**src/rtl/ysyx_24090018_mem_arb.sv**
```systemverilog
`default_nettype none
// ============================================================================
//  Module   : ysyx_24090018_mem_arb
//  Purpose  : Round-robin arbiter sharing one memory port between the IFU
//             and the LSU. One transaction in flight at a time, with a
//             watchdog that forces an error response if memory stalls.
//  Ports    : clk, rst             - clock, synchronous active-high reset
//             ifu_req_* / ifu_rsp_* - IFU read request / response channel
//             lsu_req_* / lsu_rsp_* - LSU read/write request / response channel
//             mem_req_* / mem_rsp_* - shared memory request / response port
//  Revision : 1.0 - initial release
// ============================================================================
module ysyx_24090018_mem_arb #(
    parameter int unsigned TIMEOUT = 255
) (
    input  logic        clk,
    input  logic        rst,
    // IFU channel
    input  logic        ifu_req_valid_i,
    output logic        ifu_req_ready_o,
    input  logic [31:0] ifu_addr_i,
    output logic        ifu_rsp_valid_o,
    output logic [31:0] ifu_rdata_o,
    output logic        ifu_rsp_err_o,
    // LSU channel
    input  logic        lsu_req_valid_i,
    output logic        lsu_req_ready_o,
    input  logic [31:0] lsu_addr_i,
    input  logic        lsu_wen_i,
    input  logic [31:0] lsu_wdata_i,
    input  logic [3:0]  lsu_wmask_i,
    output logic        lsu_rsp_valid_o,
    output logic [31:0] lsu_rdata_o,
    output logic        lsu_rsp_err_o,
    // shared memory port
    output logic        mem_req_valid_o,
    input  logic        mem_req_ready_i,
    output logic [31:0] mem_addr_o,
    output logic        mem_wen_o,
    output logic [31:0] mem_wdata_o,
    output logic [3:0]  mem_wmask_o,
    input  logic        mem_rsp_valid_i,
    input  logic [31:0] mem_rdata_i
);

    typedef enum logic [1:0] {
        S_IDLE = 2'd0,
        S_REQ  = 2'd1,
        S_WAIT = 2'd2
    } state_e;

    localparam logic       OWN_IFU   = 1'b0;
    localparam logic       OWN_LSU   = 1'b1;
    localparam logic [7:0] C_TO_LAST = 8'(TIMEOUT - 1);

    state_e      state_q, state_d;
    logic        owner_q, owner_d;
    logic        last_q,  last_d;
    logic [31:0] addr_q,  addr_d;
    logic        wen_q,   wen_d;
    logic [31:0] wdata_q, wdata_d;
    logic [3:0]  wmask_q, wmask_d;
    logic [7:0]  cnt_q,   cnt_d;

    logic        w_grant_lsu;
    logic        w_idle;
    logic        w_cnt_hit;
    logic        w_rsp_ok;
    logic        w_rsp_to;
    logic        w_rsp;
    logic        w_ifu_acc;
    logic        w_lsu_acc;
    logic [7:0]  w_cnt_inc;

    // Grant / handshake / response decode. Readies depend only on state and
    // request valids, never on the memory response path. Every output is
    // forced low while rst is asserted so nothing leaks out mid-reset.
    always_comb begin
        w_grant_lsu = lsu_req_valid_i && (!ifu_req_valid_i || (last_q == OWN_IFU));
        w_idle      = (state_q == S_IDLE) && !rst;

        ifu_req_ready_o = w_idle && ifu_req_valid_i && !w_grant_lsu;
        lsu_req_ready_o = w_idle && w_grant_lsu;
        w_ifu_acc       = ifu_req_ready_o;
        w_lsu_acc       = lsu_req_ready_o;

        w_cnt_hit = (cnt_q == C_TO_LAST);
        w_cnt_inc = (cnt_q == 8'hFF) ? cnt_q : cnt_q + 8'd1;

        // A real response always beats a coincident timeout.
        w_rsp_ok = !rst && (state_q == S_WAIT) && mem_rsp_valid_i;
        w_rsp_to = !rst && w_cnt_hit &&
                   (((state_q == S_WAIT) && !mem_rsp_valid_i) ||
                    ((state_q == S_REQ)  && !mem_req_ready_i));
        w_rsp    = w_rsp_ok || w_rsp_to;

        ifu_rsp_valid_o = w_rsp && (owner_q == OWN_IFU);
        lsu_rsp_valid_o = w_rsp && (owner_q == OWN_LSU);
        ifu_rsp_err_o   = ifu_rsp_valid_o && w_rsp_to;
        lsu_rsp_err_o   = lsu_rsp_valid_o && w_rsp_to;
        ifu_rdata_o     = (ifu_rsp_valid_o && w_rsp_ok) ? mem_rdata_i : 32'h0;
        lsu_rdata_o     = (lsu_rsp_valid_o && w_rsp_ok) ? mem_rdata_i : 32'h0;

        mem_req_valid_o = !rst && (state_q == S_REQ);
        mem_addr_o      = mem_req_valid_o ? addr_q  : 32'h0;
        mem_wen_o       = mem_req_valid_o && wen_q;
        mem_wdata_o     = mem_req_valid_o ? wdata_q : 32'h0;
        mem_wmask_o     = mem_req_valid_o ? wmask_q : 4'h0;
    end

    // Next-state logic
    always_comb begin
        state_d = state_q;
        owner_d = owner_q;
        last_d  = last_q;
        addr_d  = addr_q;
        wen_d   = wen_q;
        wdata_d = wdata_q;
        wmask_d = wmask_q;
        cnt_d   = cnt_q;
        case (state_q)
            S_IDLE: begin
                if (w_ifu_acc || w_lsu_acc) begin
                    owner_d = w_lsu_acc ? OWN_LSU : OWN_IFU;
                    last_d  = w_lsu_acc ? OWN_LSU : OWN_IFU;
                    // Instruction fetches are always full-word reads.
                    addr_d  = w_lsu_acc ? lsu_addr_i  : ifu_addr_i;
                    wen_d   = w_lsu_acc && lsu_wen_i;
                    wdata_d = w_lsu_acc ? lsu_wdata_i : 32'h0;
                    wmask_d = w_lsu_acc ? lsu_wmask_i : 4'hF;
                    cnt_d   = 8'd0;
                    state_d = S_REQ;
                end
            end
            S_REQ: begin
                cnt_d = w_cnt_inc;
                if (mem_req_ready_i) begin
                    state_d = S_WAIT;
                end else if (w_cnt_hit) begin
                    state_d = S_IDLE;
                end
            end
            S_WAIT: begin
                cnt_d = w_cnt_inc;
                if (mem_rsp_valid_i || w_cnt_hit) begin
                    state_d = S_IDLE;
                end
            end
            default: state_d = S_IDLE;
        endcase
    end

    always_ff @(posedge clk) begin
        if (rst) begin
            state_q <= S_IDLE;
            owner_q <= OWN_IFU;
            last_q  <= OWN_IFU;
            addr_q  <= 32'h0;
            wen_q   <= 1'b0;
            wdata_q <= 32'h0;
            wmask_q <= 4'h0;
            cnt_q   <= 8'd0;
        end else begin
            state_q <= state_d;
            owner_q <= owner_d;
            last_q  <= last_d;
            addr_q  <= addr_d;
            wen_q   <= wen_d;
            wdata_q <= wdata_d;
            wmask_q <= wmask_d;
            cnt_q   <= cnt_d;
        end
    end

endmodule
`default_nettype wire

```
**config.mk**
```make
export PLATFORM = sky130hd
export DESIGN_NAME = ysyx_24090018_mem_arb
export DESIGN_NICKNAME = d
export VERILOG_FILES = /design/src/rtl/ysyx_24090018_mem_arb.sv
export SDC_FILE = /design/constraint.sdc
export NUM_CORES = 1
export LEC_CHECK = 0
export BUFFER_PORTS_ARGS = -buffer_cell sky130_fd_sc_hd__buf_2
export CORE_AREA = 2 2 108 110
export CTS_BUF_LIST = sky130_fd_sc_hd__clkbuf_8 sky130_fd_sc_hd__clkbuf_16
export CTS_CLUSTER_SIZE = 14
export DETAILED_ROUTE_END_ITERATION = 8
export DIE_AREA = 0 0 110 112
export GPL_ROUTABILITY_DRIVEN = 0
export HOLD_SLACK_MARGIN = 0.06
export PLACE_DENSITY = 0.75
export REMOVE_ABC_BUFFERS = 1
export SETUP_SLACK_MARGIN = 0.05
export SYNTH_ARGS = -nofsm -noshare
export SYNTH_HDL_FRONTEND = slang
export SYNTH_SLANG_ARGS = --single-unit
```
**constraint.sdc**
```tcl
create_clock -name clk -period 4.7 [get_ports clk]
set_input_delay 0 -clock clk [delete_from_list [all_inputs] [get_ports clk]]
set_output_delay 0 -clock clk [all_outputs]
set_load 0.02 [all_outputs]
```
======== Word level (Yosys, flattened, before mapping) ========
Cells that the tools add are included.
storage, ports and cells
  register bits ........................... 80
  input port bits ......................... 139
  logic and storage cells ................. 70
operators by class
  add/sub/neg operators ................... 1
  equal/unequal tests ..................... 8
  muxes and demuxes ....................... 17
  bitwise operators ....................... 1
  reductions and logical operators ........ 36
operators by type and width
  kind                                                    count
  2-to-1 mux 32 bit                                       6
  logical AND 1 bit                                       20
  == test 8 bit (second input constant)                   2
  2-to-1 mux 8 bit                                        2
  one-hot mux 8 bit (2 select lines)                      1
  adder 8 x 1 -> 8 bit (second input constant)            1
  2-to-1 mux 2 bit                                        4
  2-to-1 mux 4 bit                                        2
  one-hot mux 2 bit (3 select lines)                      1
  AND reduction 3 bit                                     2
  logical NOT 1 bit                                       5
  logical OR 1 bit                                        5
  inequality test 2 x 1 -> 1 bit (second input constant)  2
  inequality test 3 bit (second input constant)           1
  == test 2 x 1 -> 1 bit (second input constant)          1
  == test 2 bit (second input constant)                   1
  logical NOT 2 bit                                       1
  inequality test 2 bit (second input constant)           1
  AND reduction 2 bit                                     1
  nonzero test 2 bit                                      1
  OR reduction 2 bit                                      1
  2-to-1 mux 1 bit                                        1
  NOT 1 bit                                               1

======== Logic depth before layout (Yosys ltp) ========
Gate-level depths: netlist of run 1.
  depth in word-level cells ............... 8
  gate-level depth with buffers ........... 9
  gate-level depth less buffers ........... 7

======== Worst setup path after synthesis of run 1 ========
OpenSTA, ideal clock, no wires.
  path kind ............................... flip-flop to flip-flop
  start ................................... register state_q[0]
  end ..................................... register addr_q[21]
  setup time .............................. 0.091 ns
  arrival time ............................ 1.584 ns
  setup slack ............................. 3.025 ns
  cell stages (with the launch flop) ...... 10
  period minus slack after synthesis ...... 1.675 ns
  path through ............................ dfxtp_1 -> inv_1 -> ha_1 -> nor2b_1 -> buf_2 -> nand2_1 -> buf_2 -> buf_2 -> nor2_1 -> a311oi_1
on the way
  longest elaborated chain between the ends .. 6
  elaborated cells on any way between the ends .. 8
RTL lines
  item                             RTL line  source
  start: declaration               56        state_e state_q, state_d;
  start signal: assignment         164       state_q <= state_d;
  logical NOT 2 bit (*)            80, 121
  logical AND 1 bit                80        w_idle = (state_q == S_IDLE) && !rst;
  logical AND 1 bit (2 in series)  82        ifu_req_ready_o = w_idle && ifu_req_valid_i && !w_grant_lsu;
  logical OR 1 bit                 123       if (w_ifu_acc || w_lsu_acc) begin
  AND reduction 2 bit (no line)    n/a
  end signal: assignment           167       addr_q <= addr_d;
  end: declaration                 59        logic [31:0] addr_q, addr_d;
Mark *: on every way between the ends. The rest lies on a longest branch, timed or not.
A chain may end at the register's enable or synchronous reset.

======== Final worst setup path of run 1 ========
  start ................................... register state_q[0]
  end ..................................... register addr_q[29]
Same word-level chain as after synthesis.

==> results.json, run 1 <==
{
  "status": "complete, no violations",
  "rsz0062_at_grt": "no",
  "p_leak_nw": 3.54,
  "dp_cells": 965,
  "pin_count": 279,
  "start_util_pct": 39.4,
  "holdWs_ps": 140,
  "cts.sinks": 80,
  "crit_fanout": 48,
  "tightestPinTransition_ps": 1040,
  "clk_path_buf_depth": 2,
  "max-slew-margin-rel_pct": 30.5,
  "clk_pin_slew_worst_paths_ps": 60,
  "cts_setup_buffers": 0,
  "drt_iter0_markers": 646,
  "synthDominantCellAreaShare_pct": 36.4,
  "end_kind": "flop",
  "yosys_warnings": 0,
  "synth.distinct_cells": 37,
  "maxSlewViolCount": 0,
  "die_h_um": 112,
  "ant_nets": 0,
  "p_total_mw": 2.47,
  "numCtsBuffers": 9,
  "peakVddDrop_mv": 0.203,
  "clk_root_buffer_cell": "clkbuf_16",
  "firstDrtPassIters": 6,
  "htree_levels": 3,
  "clk_latency_ps": 330,
  "cp.required_ps": 4970,
  "finalSetupTns_ps": 0,
  "wl_mm": 17.2,
  "rrSetupSlack_ps": 1520,
  "layout.cells.non_filler": 1084,
  "dp_hpwl_mm": 11.1,
  "drc": 0,
  "fin_crit_ps": 3180,
  "maxCapViolations": 0,
  "cts_resized": 0,
  "multi_input_area_um2": 2550,
  "grtUsageTotal_pct": 27.3,
  "hold_buffers": 102,
  "die-area_um2": 12300,
  "synth_area_leader_cell": "dfxtp_1",
  "routedWlPerCell_um": 15.9,
  "synthToLayoutAreaGrowth_pct": 63.8,
  "seq_area_frac_synth_pct": 36.4,
  "syn-instance-count": 590,
  "vias": 5552,
  "fill_cells": 974,
  "grt_overflow": 0,
  "finalHoldViolations": 0,
  "timing.clock.skew_ps": 5.60,
  "avgViaCountPerCell": 5.12,
  "coreArea_um2": 11200,
  "antenna_found_initial": 1,
  "arrival_ps": 3450,
  "clock.fmax_mhz": 315,
  "power.density_nw_per_um2": 343,
  "grt_pass1_vias": 5475,
  "cts_tree": "done",
  "area.sequential_um2": 1600,
  "grt_max_degree": 103,
  "hp-class": "input pin to flop",
  "nNetsFinal": 1080,
  "start_kind": "flop",
  "period_share_pct": 67.6,
  "synth.ff_latch_count": 80,
  "synth_area_um2": 4400,
  "avgSynthCellArea_um2": 7.45,
  "finalSetupViolCount": 0,
  "port_buffers": 278,
  "rows": 39,
  "final_util_pct": 64.4,
  "critical_path_class": "flop to flop",
  "fp.dieW_um": 110,
  "synth_top_cells_by_area": "dfxtp_1 (36%), and2_1 (19%), nand3_1 (8.2%), nand2_1 (6.8%), a311oi_1 (6.6%)",
  "grt_pass1_wl_mm": 26.4,
  "drive_gt1_share_pct": 33.2
}
-- through the flow --
step	cell area [um^2]	worst slack, ps
finish	7200	1520
global route	7200	1290
CTS	7200	1650
detailed placement	5810	2180
global placement	5810	2260
floorplan	4160	-161
-- state kept, by name, indices dropped and copies added (netlist names) --
register	cells
addr_q	32
wdata_q	32
cnt_q	8
wmask_q	4
state_q	2
last_q	1
wen_q	1
-- layout by cell type, fill, tap and decap left out, types with 2 or more instances in the layout --
cell / n
a21oi_1: 39
a311oi_1: 33
a32o_1: 3
and2_1: 133
buf_2: 278
buf_4: 8
bufinv_16: 4
clkbuf_16: 9
clkinv_1: 2
dfxtp_1: 80
dlygate4sd3_1: 102
ha_1: 6
inv_1: 7
nand2_1: 78
nand2b_1: 2
nand3_1: 72
nand4_1: 2
nor2_1: 42
nor3_1: 5
nor4_1: 2
o2111ai_1: 2
o21a_1: 2
o21ai_0: 6
o221a_2: 4
-- final timing paths --
path                                 from                       to  depth (start not counted)
setup / recovery  state_q[0]$_SDFFE_PP0P_  addr_q[29]$_SDFFE_PP0P_                          9
hold / removal            lsu_req_valid_i    cnt_q[5]$_SDFFE_PP0P_                          4
setup reg to reg  state_q[0]$_SDFFE_PP0P_  addr_q[29]$_SDFFE_PP0P_                          9
hold reg to reg   wdata_q[7]$_SDFFE_PP0P_  wdata_q[7]$_SDFFE_PP0P_                          2
-- synthesized netlist by cell type --
master	number
a21oi_1	39
nor4_1	2
clkbuf_1	35
buf_6	1
a2111oi_0	1
or2b_1	1
inv_1	6
nand4_1	2
nor2b_1	2
a32o_1	3
a22oi_1	1
clkinv_1	2
nand3_1	72
nand4b_1	1
o21ai_2	1
o31ai_1	1
nand2b_1	2
a31oi_1	1
and3_4	1
nor2_1	42
nand2_1	80
or2_2	1
nor3_1	5
o221a_2	4
and2_1	133
o2111ai_1	2
o21a_1	2
o21ai_0	6
a21boi_0	1
or3_1	1
buf_2	17
dlymetal6s2s_1	1
a311oi_1	33
ha_1	6
a211oi_1	1
dfxtp_1	80
mux2i_1	1
-- layer usage --
| layer | share of wire (%) | track usage [%] | vias to the layer above | routed length, um |
|---|---|---|---|---|
| li1 | - | - | 2694 | - |
| met1 | 37 | 29.4 | 2547 | 6390 |
| met2 | 53 | 51.3 | 275 | 9070 |
| met3 | 7.1 | 4.45 | 36 | 1220 |
| met4 | 3.0 | 11.6 | 0 | 509 |
| met5 | 0 | 0 | - | 0 |
-- where the power goes --
group          leakage (nW)  total (mW)  internal [mW]  switching, mW
registers             0.655       0.828          0.779         0.0492
logic                  2.70       0.785          0.334          0.451
clock network         0.180       0.856          0.585          0.271
total                  3.54        2.47           1.70          0.771
-- worst max-delay path, cell delays in order, from the launching register on --
cell and delay, ps:
dfxtp_1 350, inv_1 80, ha_1 230, nor2b_2 150, buf_4 280, nand2_2 380, buf_4 530, nand2_1 130
a311oi_1 350, dlygate4sd3_1 600
-- kinds of logic after synthesis --
logic type / Yosys count / share of synthesized area, %
compound gates: 96 / 15.4
fa+ha+maj: 6 / 1.71
buf+inv: 62 / 6.15
flops: 80 / 36.4
mux: 1 / 0.228
simple gates: 345 / 40.1
-- layout make-up --
cell class	count	share of cell area, %
Multi-Input combinational cell	448	35.4
Tap cell	143	2.48
Inverter	8	0.417
Antenna cell	1	0.0347
Timing Repair Buffer	388	34.3
Clock buffer	10	3.32
Sequential cell	80	22.2
Clock inverter	6	1.82
Power figures use the tool's default switching activity.
==> run 2, diff against run 1 <==
==> constraint.sdc (replaced) <==
create_clock -name clk -period 3.3 [get_ports clk]
set_input_delay 0 -clock clk [delete_from_list [all_inputs] [get_ports clk]]
set_output_delay 0 -clock clk [all_outputs]
set_load 0.02 [all_outputs]
==> run 2 against run 1 <==
Against the previous run: die area did not move; combinational power increased by 44%; sequential cell count unchanged.
==> results.json, run 2 (synthesis gave the netlist of run 1 again) <==
{
  "timing.clock.skew_ps": 5.80,
  "dp_hpwl_mm": 11.3,
  "fin_crit_ps": 2640,
  "grt_max_degree": 70,
  "ant_nets": 0,
  "synthToLayoutAreaGrowth_pct": 62.8,
  "place_area_um2": 5850,
  "finalSetupViolCount": 0,
  "critPathMaxStageDelay_ps": 610,
  "antenna_found_initial": 1,
  "vias": 5593,
  "routedWlPerCell_um": 16.0,
  "fin_area_um2": 7160,
  "wl_mm": 17.3,
  "cts.sinks": 80,
  "avgViaCountPerCell": 5.15,
  "fill_cells": 947,
  "max-slew-margin-rel_pct": 49.7,
  "clock.fmax_mhz": 379,
  "layout.cells.non_filler": 1086,
  "numCtsBuffers": 9,
  "p_total_mw": 3.28,
  "grt_overflow": 0,
  "finalHoldViolations": 0,
  "pin_count": 279,
  "rows": 39,
  "rsz0062_at_grt": "no",
  "final_util_pct": 64.1,
  "clk_path_buf_depth": 2,
  "clk_root_buffer_cell": "clkbuf_16",
  "largestRegisters": "addr_q (32), wdata_q (32), cnt_q (8)",
  "cts_resized": 0,
  "finalSetupTns_ps": 0,
  "drc": 0,
  "dp_cells": 967,
  "cp.required_ps": 3570,
  "grtUsageTotal_pct": 27.0,
  "maxCapViolations": 0,
  "hp-class": "input pin to flop",
  "port_buffers": 278,
  "worst_slack_ps": 664,
  "tightestPinTransition_ps": 755,
  "fp.dieW_um": 110,
  "path_cells": "inv_1, ha_1, nor2b_2, nand2_4, buf_12, nor2_1, a311oi_1, dlygate4sd3_1",
  "status": "complete, no violations",
  "holdWs_ps": 98.8,
  "p_leak_nw": 3.52,
  "power.density_nw_per_um2": 458,
  "firstDrtPassIters": 5,
  "start_util_pct": 39.4,
  "grt_pass1_vias": 5316,
  "peakVddDrop_mv": 0.258,
  "die-area_um2": 12300,
  "die_h_um": 112,
  "crit_fanout": 64,
  "final_cell_mix": "buf_2 (278), and2_1 (133), dlygate4sd3_1 (102)",
  "slowest_stage": "dlygate4sd3_1",
  "preCtsSetupSlack_ps": 1280,
  "grt_pass1_wl_mm": 26.0,
  "nNetsFinal": 1082,
  "start_kind": "flop",
  "htree_levels": 3,
  "arrival_ps": 2900,
  "maxSlewViolCount": 0,
  "clk_latency_ps": 330,
  "cts_setup_buffers": 0,
  "clk_pin_slew_worst_paths_ps": 60,
  "critical_path_class": "flop to flop",
  "final_common_cell": "buf_2",
  "period_share_pct": 79.9,
  "coreArea_um2": 11200,
  "cts_tree": "done",
  "drive_gt1_share_pct": 33.3,
  "end_kind": "flop",
  "drt_iter0_markers": 576
}
## run 2: cell count changes in the layout (fill, tap and decap cells not counted), sizes merged
cell      before  now
clkbuf        10    9
clkinvlp       1    2
clkinv         2    5
bufinv         4    1
buf          286  288
## run 2: layout make-up
type / instances / area (um^2) / share of cell area (%)
Inverter: 8 / 30.0 / 0.419
Antenna cell: 1 / 2.50 / 0.0349
Tap cell: 143 / 179 / 2.50
Sequential cell: 80 / 1600 / 22.4
Clock inverter: 7 / 63.8 / 0.891
Multi-Input combinational cell: 448 / 2550 / 35.6
Clock buffer: 9 / 225 / 3.15
Timing Repair Buffer: 390 / 2510 / 35.1
## run 2: metal layers
layer	vias up	GRT usage, %	part of all wire [%]
met5	-	0	0
met1	2556	29.8	38
met3	40	4.22	7.0
met2	297	49.9	52
li1	2700	-	-
met4	0	11.6	2.6
## run 2: timing repair
item,in CTS,in global routing
setup endpoints to repair,0,0
hold endpoints to repair,70,0
hold buffers,102,0
## run 2: worst paths after layout
kind,cells past startpoint,slack [ps],from,to
min reg2reg,2,460,wdata_q[10]$_SDFFE_PP0P_,wdata_q[10]$_SDFFE_PP0P_
max reg2reg,8,660,state_q[0]$_SDFFE_PP0P_,addr_q[25]$_SDFFE_PP0P_
max,8,660,state_q[0]$_SDFFE_PP0P_,addr_q[25]$_SDFFE_PP0P_
min,2,100,rst,cnt_q[5]$_SDFFE_PP0P_
## run 2: critical path, delay by kind of cell (launching register included)
kind / cells / cell delay [ps]
and+or+nand+nor: 3 / 620
AOI/OAI and AO/OA: 1 / 300
buffers and inverters: 3 / 1010
DFF: 1 / 360
adders and majority gates: 1 / 230
## run 2: power by group
part | leakage, nW | internal (mW) | switching (mW)
clock network | 0.142 | 0.579 | 0.390
registers | 0.655 | 1.11 | 0.0732
logic | 2.73 | 0.489 | 0.639
total | 3.52 | 2.18 | 1.10
